## src/rtl/clk_div_ctrl.sv

```systemverilog
// rtl/clk_div_ctrl.sv - run-time programmable clock divider controller
module clk_div_ctrl #(
    parameter int W           = 8,
    parameter int DEFAULT_DIV = 20,
    parameter int MIN_DIV     = 2
) (
    input  logic         I_CLK,
    input  logic         rst_n,
    input  logic         en,
    input  logic         cfg_valid,
    input  logic [W-1:0] cfg_div,
    output logic         cfg_ready,
    output logic         O_CLK,
    output logic         O_TICK,
    output logic         running,
    output logic         cfg_err
);

    typedef enum logic [1:0] {
        IDLE     = 2'd0,
        RUN      = 2'd1,
        STOPPING = 2'd2
    } state_t;

    state_t       state;
    logic [W-1:0] cnt;
    logic [W-1:0] div;
    logic [W-1:0] pend;
    logic         pend_v;
    logic         init_q;

    logic         wrap;
    logic [W-1:0] cnt_inc;
    logic         xfer;
    logic         legal;
    logic [W-1:0] div_bnd;
    logic [W-1:0] div_eff;

    // A single ratio can be parked; ready stays low until the first edge after reset.
    assign cfg_ready = init_q && !pend_v;

    // Counter step and the ratio that takes effect if this edge is a period boundary.
    always_comb begin
        wrap    = (cnt == div - W'(1));
        cnt_inc = wrap ? '0 : cnt + W'(1);
        xfer    = cfg_valid && cfg_ready;
        legal   = (cfg_div >= W'(MIN_DIV));
        div_bnd = div;
        if (xfer && legal) begin
            div_bnd = cfg_div;
        end else if (pend_v) begin
            div_bnd = pend;
        end
        div_eff = wrap ? div_bnd : div;
    end

    // Run/stop sequencing, ratio handover at boundaries, and registered outputs.
    always_ff @(posedge I_CLK or negedge rst_n) begin
        if (!rst_n) begin
            state   <= IDLE;
            cnt     <= '0;
            div     <= W'(DEFAULT_DIV);
            pend    <= '0;
            pend_v  <= 1'b0;
            init_q  <= 1'b0;
            O_CLK   <= 1'b0;
            O_TICK  <= 1'b0;
            running <= 1'b0;
            cfg_err <= 1'b0;
        end else begin
            init_q  <= 1'b1;
            cfg_err <= xfer && !legal;
            unique case (state)
                IDLE: begin
                    // No period in flight, so an offered ratio lands immediately.
                    div    <= div_bnd;
                    pend_v <= 1'b0;
                    cnt    <= '0;
                    O_CLK  <= 1'b0;
                    O_TICK <= 1'b0;
                    if (en) begin
                        state   <= RUN;
                        running <= 1'b1;
                        O_CLK   <= 1'b1;
                        O_TICK  <= 1'b1;
                    end
                end
                RUN, STOPPING: begin
                    if (wrap) begin
                        div    <= div_bnd;
                        pend_v <= 1'b0;
                    end else if (xfer && legal) begin
                        pend   <= cfg_div;
                        pend_v <= 1'b1;
                    end
                    if (state == STOPPING && !en && wrap) begin
                        state   <= IDLE;
                        running <= 1'b0;
                        cnt     <= '0;
                        O_CLK   <= 1'b0;
                        O_TICK  <= 1'b0;
                    end else begin
                        state  <= en ? RUN : STOPPING;
                        cnt    <= cnt_inc;
                        O_CLK  <= (cnt_inc < (div_eff >> 1));
                        O_TICK <= wrap;
                    end
                end
                default: begin
                    state   <= IDLE;
                    running <= 1'b0;
                    cnt     <= '0;
                    O_CLK   <= 1'b0;
                    O_TICK  <= 1'b0;
                end
            endcase
        end
    end

endmodule
```

## config.mk

```make
export PLATFORM = sky130hd
export DESIGN_NAME = clk_div_ctrl
export DESIGN_NICKNAME = d
export VERILOG_FILES = /design/src/rtl/clk_div_ctrl.sv
export SDC_FILE = /design/constraint.sdc
export NUM_CORES = 1
export LEC_CHECK = 0
export ABC_AREA = 1
export ABC_CLOCK_PERIOD_IN_PS = 7750
export CELL_PAD_IN_SITES_DETAIL_PLACEMENT = 1
export CELL_PAD_IN_SITES_GLOBAL_PLACEMENT = 1
export CORE_ASPECT_RATIO = 0.9
export CORE_UTILIZATION = 46
export CTS_CLUSTER_SIZE = 12
export DETAILED_ROUTE_END_ITERATION = 10
export GPL_ROUTABILITY_DRIVEN = 0
export GPL_TIMING_DRIVEN = 0
export PLACE_DENSITY = 0.91
export SYNTH_ARGS = -nofsm -noshare
export SYNTH_HDL_FRONTEND = slang
export SYNTH_SLANG_ARGS = --single-unit
export TNS_END_PERCENT = 1
```

## constraint.sdc

```tcl
create_clock -name I_CLK -period 7.75 [get_ports I_CLK]
set_clock_uncertainty 0.15 [all_clocks]
set_input_delay 1.55 -clock I_CLK [delete_from_list [all_inputs] [get_ports I_CLK]]
set_output_delay 1.55 -clock I_CLK [all_outputs]
set_load 0.01 [all_outputs]
```

==> impl_results.md, run 1 <==
* Area Growth Syn to Fin at 14.25%
* Actual slew at the worst max-slew pin at 771.0 ps
* Setup violation total in the final timing report at 0
* Num CTS Buffers at 5
* CP Launch Type: input pin
* Post-route ant nets at 0
* Largest net degree at the start of global routing at 33
* Period minus WS final at 3893 ps
* Simple-gate share of the synthesized area at 30.86%
* Commonest cells after routing, fill and taps aside: nand2_1, nor2_1, inv_1
* CTS max path bufs at 2
* CTS Hold Bufs at 0
* Pwr Total at 970.0 µW
* Synthesized area at 2177 µm²
* Grt ovf at 0
* RSZ-0062 raised after global routing: no
* Worst setup margin at 3857 ps
* Port Buffers at 16
* P_sw at 473.6 µW
* Final period util at 50.23%
* Critical Path RT at 7820 ps
* Antenna violations before repair at 0
* Mapped Cells at 292
* Final non-filler cell total at 377
* DP Cell Count at 370
* Placed Area at 2410 µm²
* Drt initial violations at 73
* Clk slew on worst S/H paths at 70 ps
* Share of cells above drive strength 1 at 13.33%
* DRC at 0
* Mean Syn Cell Area at 7.456 µm²
* Core area at 4489 µm²
* Post-synthesis mux area share at 0%
* Post-CTS Setup Repair Bufs at 0
* DP Worst Slack at 3573 ps
* Die extent in x at 74.52 µm
* Sequential fraction of design power at 29.2%
* H-tree depth at 2
* Syn Nets at 315
* CTS Root Cell: clkbuf_8
* CP peak stage delay at 450 ps
* First-pass GRT wire length at 9687 µm
* Compound-cell area share of the yosys netlist at 13.56%
* Slew Limit Fails at 0
* Die area at 5012 µm²
* Maximum fanout along the worst path at 6
* Pwr Density at 389.9 nW/µm²
* Warnings from Yosys at 0
* CTS sink count at 32
* Fin area at 2487 µm²
* DR vias at 1936
* Critical path's slowest cell: o21bai_1
* Adder-cell share of the synthesized area at 6.322%
* Run status: completed
* Clock Latency Late Sink at 290 ps
* Synth area leader: dfrtp_1
* Final nets at 338
* Drt total wl at 5470 µm
* Finished Core Util at 55.41%
* Die height at 67.27 µm
* Hold WC Path Type: flop to flop
* Top-area cell type share of the netlist area at 34.48%
* Worst Setup End Kind: flop
* Synth Area in XOR/XNOR at 4.023%
* Critical path class: input pin to flop
* Hold Violations, Final at 0
* Sequential area share after synthesis at 36.90%
* Worst path top cell family by delay: compound AO/OA/AOI/OAI gates
* DR pass1 iterations at 4
* Site row count at 23
* Pint at 496.3 µW
* Slew HR at 48.60%
* CTS tree: yes
* Area contributors post-synth: dfrtp_1, nand2_1, ha_1
* WP data arrival at 3960 ps
* Gr usage total at 26.10%
* Vias in the first global route at 2138
* Static Leak at 1.217 nW
* Max Cap Violations at 0
* Final hold slack at 332.1 ps
* Comb pwr share at 58.0%
* CP cell instances: clkdlybuf4s50_1 -> inv_1 -> nand4_1 -> o21bai_1 -> o21ai_0 -> o21ai_0 -> ha_1 -> a21oi_1 -> nand3_1 -> a21oi_1 -> nand2_1 -> a21oi_2
* Post-DP HPWL at 4249 µm
* Post-cts sizing count at 0
* DR WL/cell at 14.51 µm
* Number of diodes at 0
* Most common cell after layout, fill and taps aside: nand2_1
* # IOs at 17
* Synth cell types at 32
* Vias per cell at 5.135
* Initial Util at 48.49%
* Post-route setup TNS at 0 ps
* Switching share of power at 48.83%
* Max rail drop VDD at 0.0002394 V
* Largest family of logic cells by synthesized area: simple AND/OR/NAND/NOR gates
* Seq cells post-synth at 32
* Fmax at 0.2569 GHz
* Clock power share at 12.7%
* CP Buf/Inv Count at 2
==> Yosys cell counts (all sizes together) <==
| master | count |
|---|---|
| ha | 11 |
| inv | 39 |
| dfstp | 2 |
| nand4 | 3 |
| buf | 2 |
| nand3 | 12 |
| xnor2 | 3 |
| nor3 | 3 |
| o21bai | 1 |
| nand2 | 87 |
| o32ai | 1 |
| o21ai | 39 |
| o211ai | 1 |
| xor2 | 7 |
| clkbuf | 1 |
| nor2 | 42 |
| a21oi | 7 |
| dfrtp | 30 |
| conb | 1 |
==> power groups by stage <==
stage / logic [mW] / clock network, mW / registers (mW)
floorplan: 0.421 / 0 / 0.276
global placement: 0.534 / 0 / 0.282
detailed placement: 0.564 / 0 / 0.285
CTS: 0.570 / 0.128 / 0.283
global route: 0.638 / 0.134 / 0.290
finish: 0.563 / 0.123 / 0.284
==> kinds of logic after synthesis <==
group                    after synthesis
buffers and inverters                 42
AND/OR/NAND/NOR                      147
AO/OA/AOI/OAI                         49
XOR/XNOR                              10
other                                  1
flip-flops                            32
adder cells (fa/ha/maj)               11
==> flip-flops by register name (all words and copies together) (netlist names) <==
| name | count |
|---|---|
| cnt | 8 |
| O_TICK | 1 |
| pend | 8 |
| pend_v | 1 |
| state | 2 |
| init_q | 1 |
| div | 8 |
| cfg_err | 1 |
| O_CLK | 1 |
| running | 1 |
==> metal layers <==
metal	GRT usage [%]	part of all wire, %
met2	46.51	51
met3	5.821	2.3
met5	0	0
met4	6.604	0.66
met1	31.75	46
==> area by class of cell <==
| class | instances | area (µm²) |
|---|---|---|
| Fill cell | 599 | 2002 |
| Multi-Input combinational cell | 218 | 1196 |
| Sequential cell | 32 | 803.3 |
| Timing Repair Buffer | 16 | 155.1 |
| Inverter | 39 | 153.9 |
| Tap cell | 62 | 77.57 |
| Clock buffer | 6 | 72.57 |
| Buffer | 3 | 23.77 |
| Clock inverter | 1 | 5.005 |
==> final timing paths <==
check | from | endpoint | slack [ps] | cells after the start
setup / recovery | cfg_div[4] | O_CLK | 3860 | 12
hold / removal | pend[1] | pend[1] | 330 | 2
setup reg to reg | div[1] | O_CLK | 4680 | 16
hold reg to reg | pend[1] | pend[1] | 330 | 2
max in group asynchronous | rst_n | O_CLK | 5770 | 1
min in group asynchronous | rst_n | init_q | 1180 | 1
==> worst register-to-register path: cells and delay by family (launching register included) <==
kind | cells | cell delay [ps]
flops | 1 | 410
simple gates | 7 | 800
compound gates | 4 | 600
fa+ha+maj | 2 | 570
buf+inv | 3 | 480
Power figures use the tool's default switching activity.
==> inputs of run 2 (changes only) <==
--- a/config.mk
+++ b/config.mk
@@ -6,16 +6,16 @@
 export NUM_CORES = 1
 export LEC_CHECK = 0
 export ABC_AREA = 1
-export ABC_CLOCK_PERIOD_IN_PS = 7750
+export ABC_CLOCK_PERIOD_IN_PS = 3200
 export CELL_PAD_IN_SITES_DETAIL_PLACEMENT = 1
 export CELL_PAD_IN_SITES_GLOBAL_PLACEMENT = 1
 export CORE_ASPECT_RATIO = 0.9
-export CORE_UTILIZATION = 46
+export CORE_UTILIZATION = 39
 export CTS_CLUSTER_SIZE = 12
 export DETAILED_ROUTE_END_ITERATION = 10
 export GPL_ROUTABILITY_DRIVEN = 0
 export GPL_TIMING_DRIVEN = 0
-export PLACE_DENSITY = 0.91
+export PLACE_DENSITY = 0.83
 export SYNTH_ARGS = -nofsm -noshare
 export SYNTH_HDL_FRONTEND = slang
 export SYNTH_SLANG_ARGS = --single-unit
==> constraint.sdc (replaced) <==
create_clock -name I_CLK -period 3.2 [get_ports I_CLK]
set_clock_uncertainty 0.15 [all_clocks]
set_input_delay 0.64 -clock I_CLK [delete_from_list [all_inputs] [get_ports I_CLK]]
set_output_delay 0.64 -clock I_CLK [all_outputs]
set_load 0.01 [all_outputs]
==> run 2 against run 1 <==
Compared with the run above:
- count of clock-buffer cells in the layout rose by 1
- via count fell by 0.52%
- cell count rose by 1.3%
- setup slack got worse by 3600 ps
- combinational power rose to 2.5 times the previous value
- register-to-register slack got worse by 4400 ps
- non-clock buffer count fell by 1
- die area rose by 17%
- sequential power rose by 140%
==> impl_results.md, run 2 (same netlist as run 1, synthesis figures left out) <==
* Vias per cell at 5.042 (-1.8%)
* Slew HR at 48.80% (+0.20 points)
* Number of diodes at 0 (unchanged)
* Grt ovf at 0 (unchanged)
* Final hold slack at 262.3 ps (-69.81 ps)
* First-pass GRT wire length at 9770 µm (+0.86%)
* Largest net degree at the start of global routing at 33 (unchanged)
* Post-route setup TNS at 0 ps (unchanged)
* Die extent in x at 80.76 µm (+8.4%)
* CTS Hold Bufs at 0 (unchanged)
* Critical Path RT at 3280 ps (-4540 ps)
* CP cell instances: inv_1 -> ha_1 -> nand2_1 -> inv_1 -> nor2_1 -> nand2_1 -> nor2_1 -> nand3_1 -> nor2_4 -> nand2_4 -> clkinv_8 -> nand2_1 -> o21ai_1 -> ha_1 -> a21oi_1 -> nand2_1 -> nand2_1 -> nand2_1 -> a21oi_2
* Critical path class: flop to flop
* CTS max path bufs at 2 (unchanged)
* Drt total wl at 5757 µm (+5.2%)
* Port Buffers at 16 (unchanged)
* Max rail drop VDD at 0.0006389 V (+170%)
* Comb pwr share at 57.8% (-0.2 points)
* Max Cap Violations at 0 (unchanged)
* Critical path's slowest cell: dfrtp_1
* Die area at 5885 µm² (+17%)
* Post-DP HPWL at 4274 µm (+0.59%)
* DR pass1 iterations at 4 (unchanged)
* Clock power share at 14.1% (+1.4 points)
* Sequential fraction of design power at 28.1% (-1.1 points)
* Filler Cells Inserted at 685 (+14%)
* Switching share of power at 49.23% (+0.40 points)
* Hold Violations, Final at 0 (unchanged)
* Clk slew on worst S/H paths at 70 ps (about the same)
* Clock Latency Late Sink at 300 ps (about the same)
* Pint at 1.236 mW (+150%)
* Antenna violations before repair at 0 (unchanged)
* Pwr Density at 963.9 nW/µm² (+150%)
* Area Growth Syn to Fin at 16.03%
* Site row count at 25 (+8.7%)
* CTS tree: yes
* Gr usage total at 22.71% (-3.4 points)
* Reg2Reg Depth at 19 (+3)
* Slew Limit Fails at 0 (unchanged)
* Maximum fanout along the worst path at 18 (+12)
* Final period util at 92.00%
* Setup violation total in the final timing report at 0 (unchanged)
* Hold WC Path Type: input pin to async pin
* Num CTS Buffers at 5 (unchanged)
* Period minus WS final at 2944 ps
* Crit path top cell by count: nand2_1
* CP peak stage delay at 410 ps (-40 ps)
* Final nets at 337 (-0.30%)
* DRC at 0 (unchanged)
* Run status: completed
* CP Launch Type: flop
* Post-route ant nets at 0 (unchanged)
* H-tree depth at 2 (unchanged)
* Top flop regs: cnt (8), div (8), pend (8)
* Fmax at 0.3397 GHz
* # IOs at 17 (unchanged)
* Drt initial violations at 88 (+21%)
* Commonest cells after routing, fill and taps aside: nand2_1, nor2_1, inv_1
* Core area at 5318 µm² (+18%)
* Actual slew at the worst max-slew pin at 768.0 ps (-3.005 ps)
* Worst Setup End Kind: flop
* Most common cell after layout, fill and taps aside: nand2_1
* Initial Util at 40.94% (-7.6 points)
* Vias in the first global route at 2088 (-2.3%)
* DR vias at 1926 (-0.52%)
* DR WL/cell at 15.07 µm (+3.9%)
* Post-CTS Setup Repair Bufs at 0 (unchanged)
* P_sw at 1.199 mW (+150%)
* Static Leak at 1.222 nW (+0.41%)
* RSZ-0062 raised after global routing: no
* CTS sink count at 32 (unchanged)
* CTS Root Cell: clkbuf_8
* Die height at 72.88 µm (+8.3%)
* WP data arrival at 3020 ps (-940 ps)
* Share of cells above drive strength 1 at 13.97% (+0.63 points)
* Pwr Total at 2.435 mW (+150%)
==> run 2: changes by cell type in the layout (fill, tap and decap cells not counted) <==
cell,delta
nor2_4,+1
buf_2,-1
o21ai_0,-4
clkinvlp_4,+1
nand3_1,-1
clkinv_2,-1
inv_6,-1
nor2_2,-1
o21bai_2,+1
o21ai_1,+4
clkinv_8,+1
clkbuf_8,+1
o21bai_1,-1
nand3_2,+1
==> run 2: path summary, 6_finish.rpt <==
check | startpoint | end | slack (ps)
min reg2reg | pend[2] | pend[2] | 340
min in group I_CLK | pend[2] | pend[2] | 340
max | div[1] | O_CLK | 260
max in group asynchronous | rst_n | cnt[3] | 2140
max reg2reg | div[1] | O_CLK | 260
min | rst_n | pend[7] | 260
==> run 2: what timing repair did <==
action,in CTS,in global routing
gates resized for setup,1,8
cloned,0,0
endpoints found under the setup margin,1,1
==> run 2: area by class of cell <==
class | count | area [µm²] | area share (%)
Inverter | 39 | 161.4 | 6.389
Multi-Input combinational cell | 218 | 1210 | 47.90
Sequential cell | 32 | 803.3 | 31.80
Tap cell | 67 | 83.83 | 3.318
Timing Repair Buffer | 16 | 155.1 | 6.142
Clock inverter | 1 | 7.507 | 0.2972
Buffer | 2 | 18.77 | 0.7429
Clock buffer | 7 | 86.33 | 3.418
==> run 2: routing by layer <==
metal | share of wire, % | vias up | track usage (%) | routed length, µm
met1 | 46 | 937 | 27.46 | 2626
met2 | 51 | 15 | 39.45 | 2923
met4 | 1.5 | 0 | 8.532 | 84
li1 | - | 967 | - | -
met5 | 0 | - | 0 | 0
met3 | 2.1 | 7 | 5.000 | 123
==> run 2: worst max-delay path: cells and delay by family (launching register included) <==
kind | cells | cell delay, ps
simple gates | 11 | 1100
fa+ha+maj | 2 | 540
flops | 1 | 410
compound gates | 3 | 400
buf+inv | 3 | 290
==> run 2: per-stage QoR <==
| step | worst slack, ps | instances | utilization, % | instance area (µm²) |
|---|---|---|---|---|
| 2_1_floorplan | 566.1 | 292 | - | 2177 |
| 3_3_place_gp | -18.47 | 375 | 45.53 | 2421 |
| 3_5_place_dp | -142.9 | 375 | 45.44 | 2416 |
| 4_1_cts | 75.53 | 382 | 47.11 | 2505 |
| 5_1_grt | 10.72 | 382 | 47.51 | 2526 |
| 6_report | 255.9 | 382 | 47.51 | 2526 |
==> run 2: power by group through the flow <==
stage | Combinational, mW | Clock [mW] | Sequential, mW
after floorplan | 1.02 | 0 | 0.668
after global placement | 1.31 | 0 | 0.685
after detailed placement | 1.38 | 0 | 0.690
after CTS | 1.40 | 0.354 | 0.684
after global routing | 1.59 | 0.367 | 0.705
final | 1.41 | 0.343 | 0.685
==> inputs of run 3 (changes only) <==
--- a/config.mk
+++ b/config.mk
@@ -11,6 +11,7 @@
 export CELL_PAD_IN_SITES_GLOBAL_PLACEMENT = 1
 export CORE_ASPECT_RATIO = 0.9
 export CORE_UTILIZATION = 39
+export CTS_CLUSTER_DIAMETER = 80
 export CTS_CLUSTER_SIZE = 12
 export DETAILED_ROUTE_END_ITERATION = 10
 export GPL_ROUTABILITY_DRIVEN = 0
==> results of run 3 <==
Final layout, timing and power as in run 2 (identical DEF).
